==> src/rtl/sha256_msg_schedule_if.sv <==
// rtl/sha256_msg_schedule_if.sv - block-buffer and round-datapath handshakes of the SHA-256 message schedule
interface sha256_msg_schedule_if;
    logic        in_valid;
    logic [31:0] in_word;
    logic        in_ready;
    logic        w_valid;
    logic [31:0] w_out;
    logic [5:0]  w_index;
    logic        w_ready;
    logic        block_done;

    modport master (
        input  in_valid, in_word, w_ready,
        output in_ready, w_valid, w_out, w_index, block_done
    );

    modport slave (
        output in_valid, in_word, w_ready,
        input  in_ready, w_valid, w_out, w_index, block_done
    );
endinterface

==> src/rtl/sha256_msg_schedule.sv <==
// rtl/sha256_msg_schedule.sv - SHA-256 message schedule, W0..W63 from a 16-word sliding window
// Optional: SHA_SCHED_BYTESWAP_EN byte-reverses each incoming word before use.
module sha256_msg_schedule (
    input  logic                         clock,
    input  logic                         resetn,
    input  logic                         abort,
    sha256_msg_schedule_if.master        sched
);

    typedef enum logic [1:0] {LOAD, EXPAND, DRAIN} stateT;

    stateT       state;
    logic [5:0]  cnt;
    logic [31:0] win [16];
    logic        wValid;
    logic [31:0] wOut;
    logic [5:0]  wIndex;

    logic        slotFree;
    logic [31:0] inWord;
    logic [31:0] newWord;
    logic [31:0] pushWord;
    logic        pushEn;

    function automatic logic [31:0] sigma0(input logic [31:0] x);
        return {x[6:0], x[31:7]} ^ {x[17:0], x[31:18]} ^ {3'b000, x[31:3]};
    endfunction

    function automatic logic [31:0] sigma1(input logic [31:0] x);
        return {x[16:0], x[31:17]} ^ {x[18:0], x[31:19]} ^ {10'b0, x[31:10]};
    endfunction

`ifdef SHA_SCHED_BYTESWAP_EN
    assign inWord = {sched.in_word[7:0], sched.in_word[15:8],
                     sched.in_word[23:16], sched.in_word[31:24]};
`else
    assign inWord = sched.in_word;
`endif

    // Taps are W[t-2], W[t-7], W[t-15], W[t-16] with win[15] holding W[t-1]
    assign newWord  = sigma1(win[14]) + win[9] + sigma0(win[1]) + win[0];

    assign slotFree = !wValid || sched.w_ready;
    assign pushEn   = ((state == LOAD) && sched.in_valid && slotFree) ||
                      ((state == EXPAND) && slotFree);
    assign pushWord = (state == LOAD) ? inWord : newWord;

    assign sched.in_ready   = (state == LOAD) && slotFree;
    assign sched.w_valid    = wValid;
    assign sched.w_out      = wOut;
    assign sched.w_index    = wIndex;
    // Pulses in the same cycle W63 is consumed so the next block can load right after
    assign sched.block_done = (state == DRAIN) && wValid && sched.w_ready && !abort;

    always_ff @(posedge clock or negedge resetn) begin
        if (!resetn) begin
            state  <= LOAD;
            cnt    <= '0;
            wValid <= 1'b0;
            wOut   <= '0;
            wIndex <= '0;
            for (int i = 0; i < 16; i++) begin
                win[i] <= '0;
            end
        end else if (abort) begin
            state  <= LOAD;
            cnt    <= '0;
            wValid <= 1'b0;
        end else begin
            if (pushEn) begin
                wOut   <= pushWord;
                wIndex <= cnt;
                wValid <= 1'b1;
                cnt    <= cnt + 6'd1;
                for (int i = 0; i < 15; i++) begin
                    win[i] <= win[i+1];
                end
                win[15] <= pushWord;
            end else if (sched.w_ready) begin
                wValid <= 1'b0;
            end

            case (state)
                LOAD: begin
                    if (pushEn && cnt == 6'd15) begin
                        state <= EXPAND;
                    end
                end
                EXPAND: begin
                    if (pushEn && cnt == 6'd63) begin
                        state <= DRAIN;
                    end
                end
                DRAIN: begin
                    if (wValid && sched.w_ready) begin
                        cnt   <= '0;
                        state <= LOAD;
                    end
                end
                default: state <= LOAD;
            endcase
        end
    end

endmodule

==> src/flat_wrapper.sv <==
// flat-port wrapper written by rule: the top's interface ports become plain ports
module sha256_msg_schedule_flat 
  (clock, resetn, abort, sched_in_valid, sched_in_word, sched_w_ready, sched_in_ready, sched_w_valid, sched_w_out, sched_w_index, sched_block_done);
  sha256_msg_schedule_if sched_i ();
  input  logic clock;
  input  logic resetn;
  input  logic abort;
  input wire logic [$bits(sched_i.in_valid)-1:0] sched_in_valid;
  input wire logic [$bits(sched_i.in_word)-1:0] sched_in_word;
  input wire logic [$bits(sched_i.w_ready)-1:0] sched_w_ready;
  output wire logic [$bits(sched_i.in_ready)-1:0] sched_in_ready;
  output wire logic [$bits(sched_i.w_valid)-1:0] sched_w_valid;
  output wire logic [$bits(sched_i.w_out)-1:0] sched_w_out;
  output wire logic [$bits(sched_i.w_index)-1:0] sched_w_index;
  output wire logic [$bits(sched_i.block_done)-1:0] sched_block_done;
  assign sched_i.in_valid = sched_in_valid;
  assign sched_i.in_word = sched_in_word;
  assign sched_i.w_ready = sched_w_ready;
  assign sched_in_ready = sched_i.in_ready;
  assign sched_w_valid = sched_i.w_valid;
  assign sched_w_out = sched_i.w_out;
  assign sched_w_index = sched_i.w_index;
  assign sched_block_done = sched_i.block_done;
  sha256_msg_schedule u_core (.clock(clock), .resetn(resetn), .abort(abort), .sched(sched_i));
endmodule
==> config.mk <==
export PLATFORM = sky130hd
export DESIGN_NAME = sha256_msg_schedule_flat
export DESIGN_NICKNAME = d
export VERILOG_FILES = /design/src/rtl/sha256_msg_schedule_if.sv /design/src/rtl/sha256_msg_schedule.sv /design/src/flat_wrapper.sv
export SDC_FILE = /design/constraint.sdc
export NUM_CORES = 1
export LEC_CHECK = 0
export BUFFER_PORTS_ARGS = -buffer_cell sky130_fd_sc_hd__buf_4
export CAP_MARGIN = 20
export CORE_MARGIN = 2
export CORE_UTILIZATION = 60
export CTS_CLUSTER_DIAMETER = 100
export CTS_CLUSTER_SIZE = 8
export DETAILED_ROUTE_END_ITERATION = 12
export PLACE_DENSITY = 0.82
export SYNTH_ARGS = -nofsm -noshare
export SYNTH_HDL_FRONTEND = slang
export SYNTH_SLANG_ARGS = --single-unit
export TNS_END_PERCENT = 20
==> constraint.sdc <==
create_clock -name clock -period 9.6 [get_ports clock]
set_input_delay 2.88 -clock clock [delete_from_list [all_inputs] [get_ports clock]]
set_output_delay 2.88 -clock clock [all_outputs]
set_load 0.01 [all_outputs]
==> results.tsv, run 1 <==
stage	metric	value	unit
critical_path	max incr delay on CP	350	ps
yosys	asr flop ratio synth	100	%
power_and_ir_drop	Lkg Pwr	0.0147	uW
cells_and_area	final-stage net count	2940	
critical_path	WP data required	6720	ps
placement	placed insts	3263	
placement	GP Congestion	0.944	
drt	met1 WL	25.3	mm
cells_and_area	most frequent cells in the layout	nand2_1, dfrtp_1, inv_1	
critical_path	CP endpoint kind	output port	
yosys	total number of yosys warnings	0	
placement	PortBufs	77	
run_status	status	finished clean	
critical_path	CP Class	primary input to output port	
yosys	ys flop type	dfrtp_1	
timing	PnR worst setup slack	3120	ps
yosys	area leader, netlist	dfrtp_1	
timing	crit path time final	6480	ps
die	core area	40700	sq um
cts	PostCTS Resize Cnt	0	
cts	CTS Hold Buffers Added	0	
placement	dpl ws	3120	ps
drt	final wirelength	58.2	mm
cts	CTS HTree Levels	3	
drt	routed length per instance	17.4	microns
grt	largest net degree at the start of global routing	254	
placement	detailed placer's ending HPWL	37.9	mm
yosys	Mapped Nets	2983	
yosys	number of synthesized flops with an enable pin	0	
critical_path	CP top delay family	simple AND/OR/NAND/NOR gates	
critical_path	critical path buffer and inverter count	2	
timing	max_slew headroom	19.3	%
worst_hold_path	hold crit path type	flop to flop	
cts	Post-CTS Setup Inserts	0	
die	Initial Util	60.6	%
grt	GR Util All Layers	28.9	%
yosys	Seq/Total Area, Yosys	53.4	%
cells_and_area	most common cell after layout, fill and taps aside	nand2_1	
yosys	Synth area leaders	dfrtp_1, nand2_1, fa_1	
critical_path	CP startpoint kind	primary input	
yosys	Yosys cell types	54	
yosys	Synth Instances	2852	
cells_and_area	fin util	66.7	%
drt	Initial DRC Count	1621	
die	Die X	207	microns
cts	Worst-Skew Late Latency	620	ps
drt	residual DRC count	0	
yosys	Cell Area, Synth	24700	sq um
timing	Final Cycle Share	67.5	%
cells_and_area	synthesis-to-layout area growth	10.1	%
timing	final count of negative-setup-slack endpoints	0	
drt	met3 wire length	3.17	mm
grt	initial antenna violation count	0	
drt	Vias/cell	5.40	
drt	metal2 WL	27.5	mm
drt	via count	18100	
yosys	Synth Area per Inst	8.65	sq um
yosys	synthesized flop and latch total	527	
drt	Pre-antenna DRT Iters	8	
cts	clock-pin slew on the worst setup and hold paths	50	ps
grt	aggregate global routing overflow	0	
power_and_ir_drop	PwrDens	300	nW/um^2
timing	f_max	154	MHz
cts	CTS Root Cell	clkbuf_16	
critical_path	crit-path max FO	5	
cts	CTS tree	built	
die	Die ar.	42800	sq um
run	number of max-cap violations	0	
drt	top sig layer	met4	
grt	first-pass GRT wire length	95.8	mm
drt	Final ANT Viol Nets	0	
timing	number of hold violations in the final report	0	
die	chip height	207	microns
cells_and_area	share of cells above drive strength 1	6.68	%
timing	final slew viol count	0	
timing	final setup skew	26.0	ps
critical_path	CP Cell Sequence	buf_4, nor2b_1, nor2_1, buf_4	
timing	setup TNS	0	ps
cts	CTS Buf Count	75	
cells_and_area	Post-Layout Cell Count	3347	
die	I/O pin cnt	78	
critical_path	crit path DAT	3600	ps
cts	clk sinks	527	
grt	vias in the first global route	18300	
die	placement row count	74	
yosys	Yosys top cell area share	53.4	%
timing	RSZ-0062 raised after global routing	false	
cells_and_area	# fillers	3116	
cts	worst-case clock buffer depth	3	
timing	actual slew at the worst max-slew pin	1210	ps
power_and_ir_drop	Max IR drop VDD	0.210	mV
critical_path	Crit-path slowest cell	nor2b_1	
cells_and_area	antenna cells	0	
critical_path	cell mode on critical path	buf_4	
[synth_stat cells, types with 3 or more instances]
library cell	instances
a21o_1	7
a21oi_1	59
a311oi_1	3
a31oi_1	9
a41oi_1	4
and3_1	13
and4_1	4
buf_2	3
buf_4	32
clkbuf_1	170
dfrtp_1	527
fa_1	62
ha_1	32
inv_1	145
nand2_1	1450
nand2b_1	4
nand3_1	10
nand4_1	4
nor2_1	34
nor2b_1	5
nor3_1	7
o21a_1	3
o21ai_0	68
o21bai_1	7
xnor2_1	124
xor2_1	28
[logic make-up (layout without fill, tap and decap cells)]
logic type	count (synthesis)	in the layout	synth area share (%)
compound gates	180	180	4.33
mux	2	2	0.0811
fa+ha+maj	94	94	6.65
simple gates	1541	1541	24.0
flops	527	527	53.4
buf+inv	356	319	6.09
xor+xnor	152	152	5.39
[layout make-up]
type                       count  area, sq um  area share, %
sequential                   527        13200           48.5
multi-input combinational   1969        10000           36.8
clock inverter                 6          104          0.382
clock buffer                  77         1910           7.01
inverter                     145          544           2.00
tap                          532          666           2.45
timing repair buffer          91          773           2.84
[registers in the layout, summed over array words and instances (netlist names)]
register	cells
u_core.win	512
u_core.cnt	6
u_core.sched.w_index	6
u_core.state	2
u_core.sched.w_valid	1
[stage by stage]
stage | power (uW) | hold slack [ps] | instance area, sq um
global route | 8650 | 476 | 27200
global placement | 5710 | 446 | 25100
detailed placement | 5770 | 451 | 25100
CTS | 8160 | 455 | 27200
finish | 8140 | 453 | 27200
floorplan | 4930 | 439 | 24700
[worst register-to-register path, cell delays in order, from the launching register on]
cell	delay, ps
dfrtp_1	660
xnor2_1	160
xnor2_1	170
fa_1	650
inv_1	90
fa_1	550
inv_1	50
ha_1	340
and3_1	240
and3_4	190
a221o_2	390
a21oi_2	260
o31ai_4	100
a31oi_1	170
xor2_1	350
a311oi_1	170
[power breakdown]
group / switching (uW) / total [uW] / leakage [uW] / internal, uW
clock network: 940 / 2340 / 0.000985 / 1400
logic: 1680 / 2730 / 0.00668 / 1040
registers: 412 / 3080 / 0.00706 / 2660
[worst paths after layout]
| kind | cells after the start | startpoint | end | slack (ps) |
|---|---|---|---|---|
| max | 4 | sched_w_ready | sched_in_ready | 3120 |
| min | 2 | u_core.win[111] | u_core.win[143] | 450 |
| max reg2reg | 15 | u_core.win[57] | u_core.win[28] | 4900 |
| min reg2reg | 2 | u_core.win[111] | u_core.win[143] | 450 |
| max in group asynchronous | 2 | resetn | u_core.win[361] | 5840 |
| min in group asynchronous | 1 | resetn | u_core.win[347] | 2310 |
[routing by layer]
metal | GRT usage, % | up-vias
met5 | 0 | -
met4 | 11.4 | 0
met3 | 4.85 | 145
met2 | 46.3 | 456
met1 | 39.9 | 8978
li1 | - | 8484
No activity file was read; power rests on OpenSTA's default activity.
==> run 2, diff against run 1 <==
--- a/config.mk
+++ b/config.mk
@@ -5,6 +5,7 @@
 export SDC_FILE = /design/constraint.sdc
 export NUM_CORES = 1
 export LEC_CHECK = 0
+export ABC_AREA = 1
 export BUFFER_PORTS_ARGS = -buffer_cell sky130_fd_sc_hd__buf_4
 export CAP_MARGIN = 20
 export CORE_MARGIN = 2
==> constraint.sdc (replaced) <==
create_clock -name clock -period 6.28 [get_ports clock]
set_input_delay 1.884 -clock clock [delete_from_list [all_inputs] [get_ports clock]]
set_output_delay 1.884 -clock clock [all_outputs]
set_load 0.01 [all_outputs]
==> run 2 against run 1 <==
  * Cell area up 3.8%
  * Die area up 3.8%
  * Register-to-register slack worse by 2800 ps
  * Critical endpoint unchanged
  * Critical path depth unchanged
  * Largest power group is now combinational cells
  * Critical path type unchanged
  * Power up 87%
  * Clock power up 53%
  * Sequential share of layout area down 1.8 points
  * Largest cell class unchanged
  * Final cell count up 10%
  * Combinational power up 150%
  * Clock skew up 2.7 ps
  * First-iteration DRC count up 11%
  * Highest routed layer unchanged
  * Non-clock buffer count up 6
==> results.tsv, run 2 <==
stage	metric	value	unit	change
power_and_ir_drop	sw power	6610	uW	+120%
yosys	Yosys cell types	38		-30%
yosys	Cell Area, Synth	25600	sq um	+3.9%
yosys	area leader, netlist	dfrtp_1		
cts	clock-pin slew on the worst setup and hold paths	50	ps	about the same
power_and_ir_drop	Seq pwr share	32.3	%	-5.5 points
timing	RSZ-0062 raised after global routing	false		
placement	GP Congestion	0.978		+3.5%
critical_path	CP Cell Sequence	buf_4, nor2_1, nor2_1, buf_4		
cells_and_area	share of cells above drive strength 1	6.01	%	-0.67 points
critical_path	crit path DAT	2520	ps	-1080 ps
timing	final slew viol count	0		unchanged
die	Initial Util	61.0	%	+0.39 points
timing	Hold Worst Slack	461	ps	+7.39 ps
timing	setup TNS	0	ps	unchanged
placement	placed instance area	26200	sq um	+4.1%
yosys	asr flop ratio synth	100	%	unchanged
power_and_ir_drop	sw frac	43.4	%	+6.1 points
yosys	ys flop type	dfrtp_1		
timing	max_slew headroom	33.9	%	+15 points
critical_path	critical path buffer and inverter count	2		unchanged
grt	vias in the first global route	19700		+7.2%
timing	final setup skew	28.7	ps	+2.74 ps
critical_path	CP endpoint kind	output port		
worst_hold_path	hold crit path type	flop to flop		
grt	aggregate global routing overflow	0		unchanged
cells_and_area	most common cell after layout, fill and taps aside	nand2_1		
placement	detailed placer's ending HPWL	44.6	mm	+18%
drt	Vias/cell	5.29		-2.0%
timing	number of hold violations in the final report	0		unchanged
yosys	Synth Area per Inst	8.15	sq um	-5.8%
run	number of max-cap violations	0		unchanged
drt	Final ANT Viol Nets	0		unchanged
die	chip height	211	microns	+1.9%
drt	Pre-antenna DRT Iters	5		-3
power_and_ir_drop	PwrDens	540	nW/um^2	+80%
critical_path	Crit-path slowest cell	nor2_1		
critical_path	crit-path max FO	3		-2
cts	PostCTS Resize Cnt	0		unchanged
placement	PortBufs	77		unchanged
timing	final count of negative-setup-slack endpoints	0		unchanged
critical_path	CP startpoint kind	primary input		
yosys	Post-synth top cells	nand2_1, dfrtp_1, inv_1		
die	core area	42000	sq um	+3.2%
yosys	Seq/Total Area, Yosys	51.4	%	-2.0 points
yosys	Synth area leaders	dfrtp_1, nand2_1, inv_1		
critical_path	WP data required	4400	ps	-2320 ps
die	Die ar.	44400	sq um	+3.8%
cells_and_area	final-stage net count	3271		+11%
cells_and_area	Finished Cell Area	28200	sq um	+3.8%
timing	crit path time final	4400	ps	
cells_and_area	synthesis-to-layout area growth	10.1	%	about the same
critical_path	max incr delay on CP	270	ps	-80 ps
cells_and_area	number of flip-flops under the largest register name	512		unchanged
drt	residual DRC count	0		unchanged
drt	met3 wire length	4.28	mm	+35%
cts	CTS Buf Count	75		unchanged
placement	dpl ws	1840	ps	-1280 ps
drt	via count	19500		+7.9%
grt	initial antenna violation count	0		unchanged
critical_path	CP top delay family	simple AND/OR/NAND/NOR gates		
power_and_ir_drop	clock power share	23.4	%	-5.4 points
timing	f_max	227	MHz	
die	I/O pin cnt	78		unchanged
yosys	Synth Instances	3144		+10%
critical_path	CP Class	primary input to output port		
power_and_ir_drop	combinational power share	44.3	%	+11 points
cts	clk sinks	527		unchanged
power_and_ir_drop	Lkg Pwr	0.0158	uW	+7.3%
cts	CTS tree	built		
yosys	Yosys top cell area share	51.4	%	-2.0 points
cells_and_area	antenna cells	0		unchanged
drt	final wirelength	64.3	mm	+10%
drt	Initial DRC Count	1792		+11%
die	placement row count	75		+1.4%
grt	largest net degree at the start of global routing	169		-33%
timing	Final Cycle Share	70.1	%	
cts	CTS Hold Buffers Added	0		unchanged
cells_and_area	largest reg by FF count	u_core.win		
run_status	status	finished clean		
yosys	most common cell in the netlist	nand2_1		
timing	PnR worst setup slack	1880	ps	-1240 ps
power_and_ir_drop	P_int	8620	uW	+69%
cells_and_area	most frequent cells in the layout	nand2_1, dfrtp_1, inv_1		
drt	top sig layer	met4		
power_and_ir_drop	Max IR drop VDD	0.348	mV	+66%
timing	actual slew at the worst max-slew pin	991	ps	-219 ps
drt	routed length per instance	17.4	microns	+0.32%
yosys	Mapped Nets	3275		+9.8%
grt	GR Util All Layers	30.4	%	+1.5 points
cts	worst-case clock buffer depth	3		unchanged
drt	met1 WL	27.2	mm	+7.5%
cts	CTS Root Cell	clkbuf_16		
yosys	total number of yosys warnings	0		unchanged
drt	metal2 WL	30.2	mm	+9.9%
power_and_ir_drop	Pwr Total	15200	uW	+87%
grt	first-pass GRT wire length	104	mm	+8.3%
yosys	number of synthesized flops with an enable pin	0		unchanged
yosys	synthesized flop and latch total	527		unchanged
die	Die X	211	microns	+1.9%
cts	CTS HTree Levels	3		unchanged
cts	Worst-Skew Late Latency	620	ps	about the same
cts	Post-CTS Setup Inserts	0		unchanged
run 2: worst reg2reg max path, cell delays in order (launching register included):
cell and delay [ps]:
dfrtp_1 510, xnor2_1 350, xor2_1 190, inv_1 80
fa_1 490, inv_1 60, fa_1 460, inv_1 70
ha_1 220, inv_1 80, fa_1 410, inv_1 100
nand2_1 60, nand3_1 210, nand2_1 80, nand2_1 180
nand2_1 100, nand3_1 100, nand3_1 190, nand2_1 130
nand2_1 50
run 2: stage by stage:
stage | util (%) | instances
after global routing | 67.1 | 3685
after detailed placement | 62.3 | 3602
after floorplan | - | 3144
after CTS | 67.1 | 3685
after global placement | 62.3 | 3602
final | 67.1 | 3685
run 2: cell families (layout without fill, tap and decap cells):
| kind of cell | count (synthesis) | in the layout | share of synthesized area [%] |
|---|---|---|---|
| XOR/XNOR | 129 | 129 | 4.41 |
| adder cells (fa/ha/maj) | 94 | 94 | 6.40 |
| AO/OA/AOI/OAI | 182 | 182 | 3.75 |
| AND/OR/NAND/NOR | 1692 | 1692 | 25.3 |
| flip-flops | 527 | 527 | 51.4 |
| buffers and inverters | 520 | 522 | 8.73 |
run 2: final cells by class:
class | count | area (sq um)
Clock buffer | 77 | 1910
Clock inverter | 6 | 118
Fill cell | 3368 | 13800
Inverter | 342 | 1290
Multi-Input combinational cell | 2097 | 10200
Sequential cell | 527 | 13200
Tap cell | 539 | 674
Timing Repair Buffer | 97 | 823
run 2: worst paths after layout:
kind,startpoint,to,slack (ps),cells after the start
worst max-delay path,sched_w_ready,sched_in_ready,1880,4
worst min-delay path,u_core.win[173],u_core.win[205],460,2
worst max register to register,u_core.win[456],u_core.win[31],2060,20
worst min register to register,u_core.win[173],u_core.win[205],460,2
max in group asynchronous,resetn,u_core.win[1],3570,2
min in group asynchronous,resetn,u_core.win[367],1360,1
run 2: metal layers:
layer / global-route usage [%] / vias to the layer above
met5: 0 / -
met4: 12.2 / 0
met3: 6.57 / 147
met2: 48.2 / 584
met1: 41.3 / 9491
li1: - / 9275
run 2: power by group through the flow:
| stage | Sequential, uW | Clock (uW) | Combinational, uW |
|---|---|---|---|
| floorplan | 4610 | 0 | 4800 |
| global placement | 4900 | 0 | 6550 |
| detailed placement | 4940 | 0 | 6670 |
| CTS | 4900 | 3620 | 6750 |
| global route | 5000 | 3760 | 7740 |
| finish | 4920 | 3570 | 6740 |
